**config.mk**
```make
export PLATFORM = sky130hd
export DESIGN_NAME = mem_bus_adapter
export DESIGN_NICKNAME = d
export VERILOG_FILES = /design/src/rtl/mem_bus_adapter.sv
export SDC_FILE = /design/constraint.sdc
export NUM_CORES = 1
export LEC_CHECK = 0
export ABC_CLOCK_PERIOD_IN_PS = 3600
export BUFFER_PORTS_ARGS = -buffer_cell sky130_fd_sc_hd__buf_2
export CAP_MARGIN = 10
export CELL_PAD_IN_SITES_DETAIL_PLACEMENT = 0
export CELL_PAD_IN_SITES_GLOBAL_PLACEMENT = 2
export CORE_MARGIN = 2
export CORE_UTILIZATION = 36
export CTS_BUF_LIST = sky130_fd_sc_hd__clkbuf_8
export DETAILED_ROUTE_END_ITERATION = 10
export PLACE_DENSITY_LB_ADDON = 0.08
export SETUP_SLACK_MARGIN = 0.4
export SYNTH_ARGS = -nofsm -noshare
export SYNTH_HDL_FRONTEND = slang
export SYNTH_SLANG_ARGS = --single-unit
```
**constraint.sdc**
```tcl
create_clock -name clk -period 3.6 [get_ports clk]
set_input_delay 0.18 -clock clk [delete_from_list [all_inputs] [get_ports clk]]
set_output_delay 0.18 -clock clk [all_outputs]
set_load 0.005 [all_outputs]
```
**src/rtl/mem_bus_adapter.sv**
```systemverilog
// mem_bus_adapter
//   Bridges the core's 64-bit load/store port to a 32-bit external memory bus
//   that allows a single outstanding command. One request is in flight at a time.
//   The adapter checks alignment and steers byte lanes for byte, half and word
//   accesses. A doubleword is split into two 32-bit beats, low word first. Load
//   data comes back sign- or zero-extended to 64 bits.
//
// Handshakes:
//   A core request transfers on a rising edge where req_valid && req_ready.
//   A bus command transfers on a rising edge where bus_valid && bus_ready.
//   Once bus_valid is raised, the command fields hold steady and bus_valid is not
//   withdrawn until that transfer happens. bus_rvalid is a one-cycle response
//   with no backpressure, and it is honoured only in WAIT0/WAIT1.
//   rsp_valid is a one-cycle pulse with no backpressure.
//
// Ports:
//   clk, reset          rising-edge clock; asynchronous active-low reset
//   req_*               core request (valid/ready, we, size, unsigned, addr, wdata)
//   rsp_valid/rdata/err completion pulse, extended load data, misalignment flag
//   bus_*               external bus command (valid/ready, we, addr, wdata, be)
//   bus_rvalid/rdata    external bus response (read data or write ack)
//   dbg_state           current FSM state, for observation only
module mem_bus_adapter #(
    parameter int XLEN   = 64,
    parameter int BUS_W  = 32,
    parameter int ADDR_W = 64
) (
    input  logic              clk,
    input  logic              reset,
    input  logic              req_valid,
    output logic              req_ready,
    input  logic              req_we,
    input  logic [1:0]        req_size,
    input  logic              req_unsigned,
    input  logic [ADDR_W-1:0] req_addr,
    input  logic [XLEN-1:0]   req_wdata,
    output logic              rsp_valid,
    output logic [XLEN-1:0]   rsp_rdata,
    output logic              rsp_err,
    output logic              bus_valid,
    input  logic              bus_ready,
    output logic              bus_we,
    output logic [ADDR_W-1:0] bus_addr,
    output logic [BUS_W-1:0]  bus_wdata,
    output logic [3:0]        bus_be,
    input  logic              bus_rvalid,
    input  logic [BUS_W-1:0]  bus_rdata,
    output logic [2:0]        dbg_state
);

    typedef enum logic [2:0] {
        S_IDLE  = 3'd0,
        S_CMD0  = 3'd1,
        S_WAIT0 = 3'd2,
        S_CMD1  = 3'd3,
        S_WAIT1 = 3'd4,
        S_RESP  = 3'd5
    } state_t;

    state_t r_state;
    state_t w_next;

    // Registered request fields. The core may change req_* after acceptance.
    logic              r_we;
    logic [1:0]        r_size;
    logic              r_unsigned;
    logic [ADDR_W-1:0] r_addr;
    logic [XLEN-1:0]   r_wdata;
    logic [BUS_W-1:0]  r_lo_word;
    logic [XLEN-1:0]   r_rsp_rdata;
    logic              r_rsp_err;

    logic              w_accept;
    logic              w_misaligned;
    logic              w_double;
    logic [ADDR_W-1:0] w_base_addr;
    logic [4:0]        w_lane_shift;
    logic [BUS_W-1:0]  w_rd_shifted;
    logic [XLEN-1:0]   w_ext;
    logic [XLEN-1:0]   w_load_result;

    assign w_accept     = req_valid && (r_state == S_IDLE);
    assign w_double     = (r_size == 2'b11);
    assign w_base_addr  = {r_addr[ADDR_W-1:2], 2'b00};
    assign w_lane_shift = {r_addr[1:0], 3'b000};

    // The alignment check uses the live request, because it decides the
    // very first transition out of IDLE.
    always_comb begin
        w_misaligned = 1'b0;
        case (req_size)
            2'b00:   w_misaligned = 1'b0;
            2'b01:   w_misaligned = req_addr[0];
            2'b10:   w_misaligned = |req_addr[1:0];
            default: w_misaligned = |req_addr[2:0];
        endcase
    end

    // Load extension works on the word now on the bus. For a double, the
    // upper word is on the bus in WAIT1 and the lower word is held in r_lo_word.
    assign w_rd_shifted = bus_rdata >> w_lane_shift;

    always_comb begin
        w_ext = '0;
        case (r_size)
            2'b00: w_ext = r_unsigned ? {{(XLEN-8){1'b0}}, w_rd_shifted[7:0]}
                                      : {{(XLEN-8){w_rd_shifted[7]}}, w_rd_shifted[7:0]};
            2'b01: w_ext = r_unsigned ? {{(XLEN-16){1'b0}}, w_rd_shifted[15:0]}
                                      : {{(XLEN-16){w_rd_shifted[15]}}, w_rd_shifted[15:0]};
            2'b10: w_ext = r_unsigned ? {{(XLEN-32){1'b0}}, w_rd_shifted}
                                      : {{(XLEN-32){w_rd_shifted[31]}}, w_rd_shifted};
            default: w_ext = {bus_rdata, r_lo_word};
        endcase
    end

    assign w_load_result = r_we ? '0 : w_ext;

    // Next-state logic
    always_comb begin
        w_next = r_state;
        case (r_state)
            S_IDLE:  if (req_valid) w_next = w_misaligned ? S_RESP : S_CMD0;
            S_CMD0:  if (bus_ready) w_next = S_WAIT0;
            S_WAIT0: if (bus_rvalid) w_next = w_double ? S_CMD1 : S_RESP;
            S_CMD1:  if (bus_ready) w_next = S_WAIT1;
            S_WAIT1: if (bus_rvalid) w_next = S_RESP;
            S_RESP:  w_next = S_IDLE;
            default: w_next = S_IDLE;
        endcase
    end

    // Bus command outputs. These are driven only in CMD states and are zero
    // elsewhere. Because they are decoded from r_state, an asynchronous reset
    // drops bus_valid at once.
    always_comb begin
        bus_valid = 1'b0;
        bus_we    = 1'b0;
        bus_addr  = '0;
        bus_wdata = '0;
        bus_be    = 4'b0000;
        case (r_state)
            S_CMD0: begin
                bus_valid = 1'b1;
                bus_we    = r_we;
                bus_addr  = w_base_addr;
                // A double is 8-byte aligned, so its lane shift is zero.
                bus_wdata = r_wdata[BUS_W-1:0] << w_lane_shift;
                case (r_size)
                    2'b00:   bus_be = 4'b0001 << r_addr[1:0];
                    2'b01:   bus_be = 4'b0011 << r_addr[1:0];
                    default: bus_be = 4'b1111;
                endcase
            end
            S_CMD1: begin
                bus_valid = 1'b1;
                bus_we    = r_we;
                bus_addr  = w_base_addr + ADDR_W'(4);
                bus_wdata = r_wdata[XLEN-1:BUS_W];
                bus_be    = 4'b1111;
            end
            default: ;
        endcase
    end

    assign req_ready = (r_state == S_IDLE);
    assign rsp_valid = (r_state == S_RESP);
    assign rsp_rdata = r_rsp_rdata;
    assign rsp_err   = r_rsp_err;
    assign dbg_state = r_state;

    always_ff @(posedge clk or negedge reset) begin
        if (!reset) begin
            r_state     <= S_IDLE;
            r_we        <= 1'b0;
            r_size      <= 2'b00;
            r_unsigned  <= 1'b0;
            r_addr      <= '0;
            r_wdata     <= '0;
            r_lo_word   <= '0;
            r_rsp_rdata <= '0;
            r_rsp_err   <= 1'b0;
        end else begin
            r_state <= w_next;
            if (w_accept) begin
                r_we       <= req_we;
                r_size     <= req_size;
                r_unsigned <= req_unsigned;
                r_addr     <= req_addr;
                r_wdata    <= req_wdata;
                if (w_misaligned) begin
                    r_rsp_rdata <= '0;
                    r_rsp_err   <= 1'b1;
                end
            end
            if (r_state == S_WAIT0 && bus_rvalid) begin
                r_lo_word <= bus_rdata;
                if (!w_double) begin
                    r_rsp_rdata <= w_load_result;
                    r_rsp_err   <= 1'b0;
                end
            end
            if (r_state == S_WAIT1 && bus_rvalid) begin
                r_rsp_rdata <= w_load_result;
                r_rsp_err   <= 1'b0;
            end
        end
    end

endmodule

```
==> reports/metrics.cfg, run 1 <==
[logic_synthesis]
ys_seq_elements=232
yosysMostFrequentCell=dfrtp_1
syn_avg_cell_area_sq_um=10.7
synth_edf_count=0
synthArstFlopShare_pct=100
yosysUniqueCellTypes=58
netlist_top_cells_count=232 x dfrtp_1, 165 x mux2_2, 107 x o21ai_0
synth_flop_cell=dfrtp_1
ys_seq_area_share_pct=47.5
syn_area_sq_um=12200
synth_top_cell_by_area=dfrtp_1
yosys_warnings=0
yosys.area.top_type_share_pct=47.5
syn_inst=1146
synthTopCellsByArea=dfrtp_1 47%, mux2_2 15%, o21ai_0 4.4%

[worst_setup_path]
critPathCaptureType=output pin
crit_fanout=4
reg2reg_from=dbg_state[1]
r2r_end=rsp_rdata[8]
critPathKind=reg2out
crit_arrival_ps=2900
cp.required_ps=3420
reg2reg_slack_ps=1110
cp-start-kind=flop
reg2reg_depth=7

[floorplan]
dieArea_sq_um=35500
initial_core_util_pct=36.5
rows=67
fp.dieW_um=188
design.core.area_sq_um=33500
die_h_um=188
ioPinCount=341

[global_route]
grt_overflow_total=0
grt_max_degree=96
antenna_found_initial=0
grt_pass1_vias=11178
grt_pass1_wl_um=64800
grtUsageTotal_pct=23.2

[sta]
worstMarginPinSlew_ps=1030
min_period_ps=3080
slew_viol_final=0
setup_viol=0
setup_ws_ps=516
fin_skew_ps=25.2
fmax_ghz=0.324
relSlewSlack_pct=31.0
hold_viol_final=0
finalSetupTns_ps=0
rsz0062_at_grt=false
fin_crit_sh_pct=85.7

[place]
post-place-ws_ps=814
dp.final_hpwl_um=28200
place_congestion=0.801
io_buffers=338

[finish]
fillers=3258
drive_gt1_share_pct=38.2
layout.nets=1820
final_core_util_pct=51.0
diodes=0
area_growth_syn_to_layout_pct=39.7

[clock_tree]
cts_root_buf=clkbuf_8
clk_latency_ps=560
htreeDepth=2
clkTransAtPathRegs_ps=60
cts_tree=yes
numCtsBuffers=44
cts.sinks=232
clockBufferDepth=3

[power]
p_leak_nw=7.75
powerDensity_nw_per_um2=801
peakVddDrop_v=0.000337
power_mw=13.7

[hold_path]
whs_path_depth=2
hp-class=in2reg
hold_start=bus_rdata[28]
whs_endpoint=r_lo_word[28]

[detailed_routing]
wl_um=41500
drcViolationCount=0
wl_per_cell_um=19.5
vias_per_cell=5.14
vias=10952
dr.first_iter.drc_count=414
ant_nets=0
drt_pass1_iterations=7

[status]
outcome=finished clean

[flow_run]
max_cap_violations=0

area by class of cell:
class | instances | area [sq um] | share of cell area (%)
inverters | 11 | 41.3 | 0.242
flip-flops and latches | 232 | 5810 | 34.0
well taps | 448 | 561 | 3.28
clock buffers | 55 | 757 | 4.43
multi-input cells | 823 | 6130 | 35.9
clock inverters | 24 | 140 | 0.820
repair buffers | 538 | 3650 | 21.4
cell usage in the layout (no fill, tap or decap), types with 3 or more instances in the layout:
master and instances:
clkinv_2 12, or4_1 11, nor4b_1 3, nor3b_1 3, o21ai_0 107, buf_2 337
nor2b_1 12, a211oi_1 16, buf_12 3, dfrtp_1 229, nand3_1 18, o31ai_1 11
nor4_4 3, o2bb2ai_1 56, and2_1 3, a21boi_0 16, mux2i_1 49, mux2_2 165
a21oi_1 45, a22o_1 16, inv_1 20, and3_1 7, clkbuf_8 55, nor2_1 90
nor3_1 4, nand2b_1 4, nand4_1 27, nand2_1 60, nor4_1 4, nor3_2 3
and4_1 3, xnor2_1 8, buf_4 33, dlygate4sd3_1 164, xor2_1 26, or3_1 15
kinds of logic (layout without fill, tap and decap cells):
logic type      after synthesis  after routing  share of synthesized area [%]
flops                       232            232                           47.5
buf+inv                      92            628                           3.09
compound gates              280            280                           14.8
mux                         215            215                           19.4
fa+ha+maj                     1              1                          0.102
xor+xnor                     34             34                           2.43
other cells                   1              2                         0.0307
simple gates                291            291                           12.7
what timing repair did:
| item | 4_1_cts | 5_1_grt |
|---|---|---|
| endpoints found under the setup margin | 11 | 31 |
| endpoints found under the hold margin | 239 | 0 |
| pin swaps | 2 | 5 |
| gates resized for setup | 4 | 5 |
| buffers inserted | 4 | 10 |
| gates cloned | 0 | 0 |
| hold buffers | 164 | 0 |
where the power goes:
group	switching, mW	total, mW	leakage (nW)	internal (mW)
registers	1.11	4.94	2.86	3.84
logic	3.18	6.10	4.38	2.92
clock network	1.19	2.64	0.509	1.46
total	5.48	13.7	7.75	8.21
metrics by stage:
stage	instance area (sq um)	std cells	hold WS, ps
global route	17100	2131	20.7
global placement	14400	1874	147
floorplan	12200	1147	-116
CTS	17000	2121	9.70
detailed placement	14400	1874	151
finish	17100	2131	41.6
registers in the layout (all words and copies together), names as in the netlist:
name,count
dbg_state,3
r_addr,64
r_lo_word,32
r_size,2
r_unsigned,1
r_wdata,64
r_we,1
rsp_err,1
rsp_rdata,64
worst max-delay path by stage:
stage | slack, ps | endpoint | cells after the start | from
floorplan | 1510 | bus_addr[61] | 5 | r_addr[45]
global placement | 850 | bus_addr[60] | 6 | r_addr[8]
detailed placement | 810 | bus_addr[60] | 6 | r_addr[8]
CTS | 370 | bus_addr[60] | 6 | r_addr[8]
global route | 400 | bus_addr[59] | 8 | r_addr[15]
finish | 520 | bus_addr[43] | 7 | r_addr[15]
per-layer routing:
layer,GRT usage [%],vias up,part of all wire (%)
met1,30.6,5352,44
met3,4.88,65,6.2
met2,38.8,317,47
met4,6.25,0,2.0
li1,-,5218,-
met5,0,-,0
worst max-delay path, cell delays in order, from the launching register on:
cell and delay [ps]:
dfrtp_1 390, nand4_1 250, buf_4 220, nor4b_1 760, and3_1 300, nand3_1 120, mux2i_1 180, buf_2 140
(Power assumes the default switching activity.)
==> run 2: changes to the inputs <==
--- a/config.mk
+++ b/config.mk
@@ -14,6 +14,7 @@
 export CORE_UTILIZATION = 36
 export CTS_BUF_LIST = sky130_fd_sc_hd__clkbuf_8
 export DETAILED_ROUTE_END_ITERATION = 10
+export MAX_ROUTING_LAYER = met4
 export PLACE_DENSITY_LB_ADDON = 0.08
 export SETUP_SLACK_MARGIN = 0.4
 export SYNTH_ARGS = -nofsm -noshare
==> reports/metrics.cfg, run 2 (synthesized netlist as in run 1, its figures left out) <==
[status]
outcome=finished clean

[detailed_routing]
wl_per_cell_um=19.5
vias_per_cell=5.13
drcViolationCount=0
dr.first_iter.drc_count=449
wl_um=41600
vias=10940
drt_pass1_iterations=5
ant_nets=0

[finish]
layout_common_cells=337 x buf_2, 229 x dfrtp_1, 165 x mux2_2
fillers=3259
ff_latch_area_sq_um=5810
multi_input_area_sq_um=6130
drive_gt1_share_pct=38.2
final_common_cell=buf_2
layout.nets=1820
area_growth_syn_to_layout_pct=39.7
postLayoutCellArea_sq_um=17100

[place]
dpl_cell_area_sq_um=14400
dp.final_hpwl_um=28200
place_congestion=0.815
io_buffers=338

[sta]
relSlewSlack_pct=30.0
finalSetupTns_ps=0
worstMarginPinSlew_ps=1050
rsz0062_at_grt=false
hold_viol_final=0
fin_crit_sh_pct=85.7
slew_viol_final=0
fin_skew_ps=30.6
fmax_ghz=0.324
min_period_ps=3080
setup_viol=0

[power]
peakVddDrop_v=0.000337
p_leak_nw=7.75
powerDensity_nw_per_um2=801

[clock_tree]
cts.sinks=232
clockBufferDepth=3
numCtsBuffers=44
cts_tree=yes
cts_root_buf=clkbuf_8
clk_latency_ps=560
clkTransAtPathRegs_ps=60
htreeDepth=2

[worst_setup_path]
cp.required_ps=3420
critPathLaunch=r_addr[14]
reg2reg_depth=7
cp_top_family=simple AND/OR/NAND/NOR gates
cp.depth=7
endpoint=bus_addr[43]
crit_arrival_ps=2900
crit_fanout=4
cp_slowest_cell=nor4b_1
r2r_end=rsp_rdata[8]
reg2reg_from=dbg_state[1]
critPathBufInv=2
reg2reg_slack_ps=1120
crit_chain=nand4_1, buf_4, nor4b_1, and3_1, nand3_1, mux2i_1, buf_2
critPathCaptureType=output pin
critPathKind=reg2out
cpPeakStageDelay_ps=760
cp-start-kind=flop

[global_route]
grt_pass1_vias=11206
antenna_found_initial=0
grt_pass1_wl_um=64800
grtUsageTotal_pct=23.9
grt_overflow_total=0
grt_max_degree=96

[floorplan]
ioPinCount=341
design.core.area_sq_um=33500
fp.dieW_um=188
dieArea_sq_um=35500
initial_core_util_pct=36.5
rows=67
die_h_um=188

[flow_run]
max_cap_violations=0

[hold_path]
hp-class=in2reg

-- run 2: how the worst min path moves through the flow --
stage                    endpoint          start  cells after the start  slack [ps]
global route        r_lo_word[28]  bus_rdata[28]                      2          20
floorplan            dbg_state[0]          reset                      0        -120
finish              r_lo_word[28]  bus_rdata[28]                      2          40
global placement       r_addr[13]          reset                      1         150
CTS                 r_lo_word[28]  bus_rdata[28]                      2          10
detailed placement     r_addr[13]          reset                      1         150
-- run 2: per-layer routing --
metal	global-route usage, %	part of all wire [%]
met5	-	0
met3	4.73	6.2
met1	30.9	45
met2	38.6	47
met4	6.25	1.9
-- run 2: repair_timing --
action | CTS | global route
buffers inserted | 4 | 10
setup endpoints to repair | 11 | 30
hold buffers | 164 | 0
hold endpoints to repair | 239 | 0
gates resized for setup | 4 | 5
pin swaps | 2 | 5
-- run 2: layout make-up --
| cell class | instances | area share, % |
|---|---|---|
| Antenna cell | 1 | 0.0146 |
| Clock buffer | 55 | 4.43 |
| Clock inverter | 24 | 0.820 |
| Inverter | 11 | 0.242 |
| Multi-Input combinational cell | 823 | 35.9 |
| Sequential cell | 232 | 34.0 |
| Tap cell | 448 | 3.28 |
| Timing Repair Buffer | 538 | 21.4 |
-- run 2: stage by stage --
stage	instances	setup slack (ps)	hold slack, ps	power [mW]	util [%]
after floorplan	1147	1510	-116	8.59	-
after global placement	1874	851	147	10.9	43.0
after detailed placement	1874	814	151	10.9	43.0
after CTS	2121	368	9.70	13.8	50.7
after global routing	2131	403	20.7	14.7	51.0
final	2132	515	35.3	13.7	51.0
-- run 2: power breakdown --
part / switching, mW / internal (mW) / total [mW] / leakage, nW
Clock: 1.19 / 1.46 / 2.64 / 0.509
Sequential: 1.11 / 3.84 / 4.94 / 2.86
Combinational: 3.19 / 2.92 / 6.11 / 4.38
Total: 5.48 / 8.21 / 13.7 / 7.75
